File: src/rtl/icache_line_filler.sv
// ---------------------------------------------------------------------------
// icache_line_filler
//
// Purpose:
//   Fill engine for the 16x8-word direct-mapped instruction cache. On a
//   miss it reads the 8-word line containing PC from instruction memory,
//   one word at a time with at most one read in flight. It then pulses
//   `update` for one cycle so the cache can write w0..w7. The CPU stays
//   stalled until that write has happened.
//
// Ports:
//   CLK, RST     clock (rising edge), asynchronous active-high reset
//   PC           fetch address, held stable by the stall
//   miss         combinational miss flag from the cache
//   mem_rden     1-cycle read strobe to memory
//   mem_addr     word-aligned read address, valid while mem_rden=1
//   mem_rdata    read data, valid while mem_rvalid=1
//   mem_rvalid   read-data strobe, at least 1 cycle after mem_rden
//   update       1-cycle line-write strobe to the cache
//   w0..w7       assembled line, wN = word at line offset N
//   stall        freeze PC/fetch: miss | busy
//   busy         FSM not in IDLE
//   state_dbg    current FSM state (IDLE=0, ISSUE=1, WAIT=2, UPDATE=3)
//
// Handshake:
//   mem_rden is a single-cycle request and carries no ready. Each request
//   is answered by exactly one mem_rvalid cycle. The next request is issued
//   only after that response, so only one read is ever outstanding.
//   mem_rvalid is honoured only in WAIT.
//
// Configuration:
//   ICACHE_CRIT_WORD_FIRST_EN  when defined, the fill starts at the word
//   PC points to and wraps modulo 8. Each word still lands in w[offset].
//   When undefined, words are fetched in ascending order 0..7.
// ---------------------------------------------------------------------------
module icache_line_filler #(
  parameter int ADDR_W     = 32,
  parameter int WORD_OFF_W = 3,
  parameter int BYTE_OFF_W = 2
) (
  input  logic              CLK,
  input  logic              RST,
  input  logic [ADDR_W-1:0] PC,
  input  logic              miss,
  output logic              mem_rden,
  output logic [ADDR_W-1:0] mem_addr,
  input  logic [31:0]       mem_rdata,
  input  logic              mem_rvalid,
  output logic              update,
  output logic [31:0]       w0,
  output logic [31:0]       w1,
  output logic [31:0]       w2,
  output logic [31:0]       w3,
  output logic [31:0]       w4,
  output logic [31:0]       w5,
  output logic [31:0]       w6,
  output logic [31:0]       w7,
  output logic              stall,
  output logic              busy,
  output logic [1:0]        state_dbg
);

  localparam int LINE_OFF = WORD_OFF_W + BYTE_OFF_W;
  localparam int TAG_W    = ADDR_W - LINE_OFF;
  localparam int WORDS    = 1 << WORD_OFF_W;

  typedef enum logic [1:0] {
    S_IDLE   = 2'd0,
    S_ISSUE  = 2'd1,
    S_WAIT   = 2'd2,
    S_UPDATE = 2'd3
  } state_e;

  state_e                  state_q, state_d;
  logic [TAG_W-1:0]        tag_q, tag_d;     // line base without its zero offset bits
  logic [WORD_OFF_W-1:0]   beat_q, beat_d;   // word offset of the read in flight
  logic [WORD_OFF_W-1:0]   count_q, count_d; // captures so far in this fill
  logic                    mem_rden_q, mem_rden_d;
  logic [ADDR_W-1:0]       mem_addr_q, mem_addr_d;
  logic                    update_q, update_d;
  logic [31:0]             w_q [WORDS];
  logic [31:0]             w_d [WORDS];

  logic [WORD_OFF_W-1:0]   start_beat;
  logic [WORD_OFF_W-1:0]   beat_inc;
  logic                    unused_pc_bits;

`ifdef ICACHE_CRIT_WORD_FIRST_EN
  assign start_beat = PC[LINE_OFF-1:BYTE_OFF_W];
`else
  assign start_beat = '0;
`endif

  // Line-offset bits of PC only matter for critical-word-first.
  assign unused_pc_bits = ^PC[LINE_OFF-1:0];

  assign beat_inc = beat_q + WORD_OFF_W'(1);

  always_comb begin
    state_d    = state_q;
    tag_d      = tag_q;
    beat_d     = beat_q;
    count_d    = count_q;
    mem_rden_d = 1'b0;
    mem_addr_d = mem_addr_q;
    update_d   = 1'b0;
    w_d        = w_q;

    case (state_q)
      S_IDLE: begin
        if (miss) begin
          tag_d      = PC[ADDR_W-1:LINE_OFF];
          beat_d     = start_beat;
          count_d    = '0;
          // Outputs are registered, so the first read is launched on the
          // same edge that leaves IDLE. That edge enters ISSUE.
          mem_rden_d = 1'b1;
          mem_addr_d = {PC[ADDR_W-1:LINE_OFF], start_beat, {BYTE_OFF_W{1'b0}}};
          state_d    = S_ISSUE;
        end
      end

      S_ISSUE: begin
        state_d = S_WAIT;
      end

      S_WAIT: begin
        if (mem_rvalid) begin
          w_d[beat_q] = mem_rdata;
          beat_d      = beat_inc;
          count_d     = count_q + WORD_OFF_W'(1);
          if (count_q == '1) begin
            update_d = 1'b1;
            state_d  = S_UPDATE;
          end else begin
            mem_rden_d = 1'b1;
            mem_addr_d = {tag_q, beat_inc, {BYTE_OFF_W{1'b0}}};
            state_d    = S_ISSUE;
          end
        end
      end

      S_UPDATE: begin
        state_d = S_IDLE;
      end

      default: begin
        state_d = S_IDLE;
      end
    endcase
  end

  always_ff @(posedge CLK or posedge RST) begin
    if (RST) begin
      state_q    <= S_IDLE;
      tag_q      <= '0;
      beat_q     <= '0;
      count_q    <= '0;
      mem_rden_q <= 1'b0;
      mem_addr_q <= '0;
      update_q   <= 1'b0;
      for (int i = 0; i < WORDS; i++) w_q[i] <= '0;
    end else begin
      state_q    <= state_d;
      tag_q      <= tag_d;
      beat_q     <= beat_d;
      count_q    <= count_d;
      mem_rden_q <= mem_rden_d;
      mem_addr_q <= mem_addr_d;
      update_q   <= update_d;
      for (int i = 0; i < WORDS; i++) w_q[i] <= w_d[i];
    end
  end

  assign mem_rden  = mem_rden_q;
  assign mem_addr  = mem_addr_q;
  assign update    = update_q;
  assign busy      = (state_q != S_IDLE);
  // Combinational, so the CPU freezes in the same cycle the miss appears.
  assign stall     = miss | busy;
  assign state_dbg = state_q;

  assign w0 = w_q[0];
  assign w1 = w_q[1];
  assign w2 = w_q[2];
  assign w3 = w_q[3];
  assign w4 = w_q[4];
  assign w5 = w_q[5];
  assign w6 = w_q[6];
  assign w7 = w_q[7];

endmodule

File: config.mk
export PLATFORM = sky130hd
export DESIGN_NAME = icache_line_filler
export DESIGN_NICKNAME = d
export VERILOG_FILES = /design/src/rtl/icache_line_filler.sv
export SDC_FILE = /design/constraint.sdc
export NUM_CORES = 1
export LEC_CHECK = 0
export ABC_AREA = 1
export CORE_ASPECT_RATIO = 0.6
export CORE_MARGIN = 8
export CORE_UTILIZATION = 50
export DETAILED_ROUTE_END_ITERATION = 6
export DONT_BUFFER_PORTS = 1
export PLACE_DENSITY = 0.78
export SLEW_MARGIN = 20
export SYNTH_ARGS = -nofsm -noshare
export SYNTH_HDL_FRONTEND = slang
export SYNTH_SLANG_ARGS = --single-unit
File: constraint.sdc
create_clock -name CLK -period 10.7 [get_ports CLK]
set_input_delay 2.14 -clock CLK [delete_from_list [all_inputs] [get_ports CLK]]
set_output_delay 2.14 -clock CLK [all_outputs]
set_load 0.005 [all_outputs]
==> flow_summary.yaml <==
sta:
  fmax_mhz: 218.7
  grt_setup_unrepaired: "false"
  setup_viol: 0
  fin_crit_sh_pct: 42.74
  fin_tns_setup_ps: 0
  min_period_ps: 4573
  worstMarginPinSlew_ps: 1045
  finClkSkew_ps: 12.24
  hold_viol: 0
  slew_violations: 0
  relSlewSlack_pct: 30.19
  fin_ws_ps: 6127
drt:
  routed_wl_um: 41030
  drc: 0
  vias_per_cell: 5.507
  ant_nets: 0
  drt_iter0_markers: 1086
  avgRoutedWirePerCell_um: 22.25
  first_pass_iters: 5
  vias: 10154
cells_and_area:
  syn_to_final_growth_pct: 8.764
  final_common_cell: "nand2_1"
  nets: 1545
  final_layout_size_suffix_gt1_share_pct: 5.362
  final_cell_mix: "nand2_1, dfrtp_1, nand3_1"
  num_antenna_cells: 0
  finalInstanceArea_mm2: 0.01410
  n_fill_cell: 2188
die:
  floorplan.die.width_um: 223.9
  die_area_mm2: 0.03150
  core_area_mm2: 0.02539
  die_y_um: 140.7
  initial_core_util_pct: 51.05
  rows: 45
  io_pins: 362
clock_network:
  hold_buffers: 0
  cts_made_buffers: 29
  post_cts_resized: 0
  clk_latency_ps: 550
  path_clk_slew_ps: 60
  cts.sinks: 323
  htree_levels: 1
  post-cts-setup-buffers: 0
  cts_tree: "built"
  cts_root_buf: "clkbuf_16"
  cts_max_path_buffers: 3
power:
  p_int_mw: 2.530
  combinationalPowerShare_pct: 19.9
  switchingPower_mw: 1.367
  p_leak_nw: 7.870
  ir_drop_mv: 0.1603
  seqPwrFrac_pct: 51.6
  total_power_mw: 3.898
  power_frac_clock_pct: 28.6
  cellPowerDensity_mw_per_mm2: 276.4
  p_sw_share_pct: 35.09
logic_synthesis:
  synth_top_family_by_area: "simple AND/OR/NAND/NOR gates"
  synth-xor-area-share_pct: 0
  synth_area_mm2: 0.01296
  synthMuxAreaShare_pct: 0
  yosys.area_share.adder_pct: 0.2895
  postSynthAreaPerCell_um2: 8.396
  yosysWarnings: 0
  synthCells: 1544
  ys_seq_elements: 323
  synthSimpleGateAreaFrac_pct: 31.49
  synth-seq-area-share_pct: 62.35
  synth_compound_area_share_pct: 1.428
  ys_types: 19
grt:
  antenna_found_initial: 1
  grt_busiest_layer: "met2"
  met1_usage_pct: 32.60
  use_met3_pct: 8.927
  grt_pass1_wl_um: 60400
  grt_overflow: 0
  grtUsageTotal_pct: 24.82
  grt_pass1_vias: 9427
  grt_start_max_net_pins: 167
  use_met2_pct: 38.50
worst_setup_path:
  start_kind: "input pin"
  crit_buf_inv: 0
  arrival_ps: 2430
  crit_fanout: 29
  critical_path_class: "in2out"
  critPathSlowestCell: "or2_2"
  crit_chain: "or2_2"
  max_stage_delay_ps: 290
  cp_top_family: "simple AND/OR/NAND/NOR gates"
  endpoint_kind: "output pin"
  critPathRequiredTime_ps: 8560
placement:
  placed_cell_area_mm2: 0.01309
  dp_slack_ps: 6125
  io_buffers: 0
  gp_congestion: 0.8228
  hpwl_um: 27140
run:
  maxCapViolCount: 0
worst_hold_path:
  hp-class: "reg2reg"
run_status:
  status: "complete, no violations"
==> per-stage QoR <==
stage	hold slack (ps)	util (%)	instances
2_1_floorplan	442.2	-	1545
3_3_place_gp	453.4	51.53	1795
3_5_place_dp	458.5	51.53	1795
4_1_cts	474.5	55.52	1844
5_1_grt	490.6	55.53	1844
6_report	472.9	55.53	1844
==> state kept, by name (all words and copies together), names as in the netlist, 2 cells and up <==
register / flops
beat_q: 3
count_q: 3
mem_addr: 30
state_dbg: 2
tag_q: 27
w0: 32
w1: 32
w2: 32
w3: 32
w4: 32
w5: 32
w6: 32
w7: 32
==> worst paths after layout <==
kind,startpoint,cells after the start,to,slack (ps)
max in group asynchronous,RST,3,w1[9],7080
min in group asynchronous,RST,1,w3[21],1600
worst max register to register,state_dbg[0],8,w0[22],7670
worst max-delay path,miss,1,stall,6130
worst min register to register,tag_q[0],2,tag_q[0],470
worst min-delay path,tag_q[0],2,tag_q[0],470
==> kinds of logic after synthesis <==
logic type	count (synthesis)
other	1
buffers and inverters	132
adders and majority gates	3
AOI/OAI and AO/OA	37
DFF	323
and+or+nand+nor	1048
==> cell usage after synthesis <==
master / n / area share (%)
dfrtp_1: 323 / 62
or2_2: 1 / 0.048
inv_2: 3 / 0.087
buf_2: 52 / 2.0
nor2_2: 1 / 0.048
ha_1: 3 / 0.29
o21ai_1: 1 / 0.039
nor2_1: 18 / 0.52
clkbuf_1: 58 / 1.7
a21oi_1: 1 / 0.039
conb_1: 1 / 0.029
inv_1: 14 / 0.41
buf_1: 2 / 0.058
nand3_1: 98 / 3.8
nand3_4: 1 / 0.14
o21ai_0: 35 / 1.4
nand2_1: 928 / 27
buf_4: 3 / 0.17
nor2_4: 1 / 0.087
==> power by group through the flow <==
stage,clock [mW],sequential (mW),combinational (mW)
detailed placement,0,2.03,0.769
floorplan,0,1.88,0.622
CTS,1.13,2.02,0.775
global route,1.17,2.05,0.888
global placement,0,2.02,0.725
finish,1.11,2.01,0.774
==> per-layer routing <==
metal / routed length, um / vias to the layer above
met2: 18730 / 578
li1: - / 4556
met4: 1092 / 2
met3: 4979 / 72
met5: 13 / -
met1: 16210 / 4946
==> layout make-up <==
| cell class | count | area [um^2] | share of cell area [%] |
|---|---|---|---|
| well taps | 352 | 440.4 | 3.124 |
| flip-flops and latches | 323 | 8083 | 57.33 |
| multi-input cells | 1090 | 4388 | 31.12 |
| clock buffers | 39 | 833.3 | 5.910 |
| repair buffers | 13 | 110.1 | 0.7809 |
| clock inverters | 10 | 177.7 | 1.260 |
| inverters | 17 | 67.56 | 0.4792 |
No activity file was read; power rests on OpenSTA's default activity.
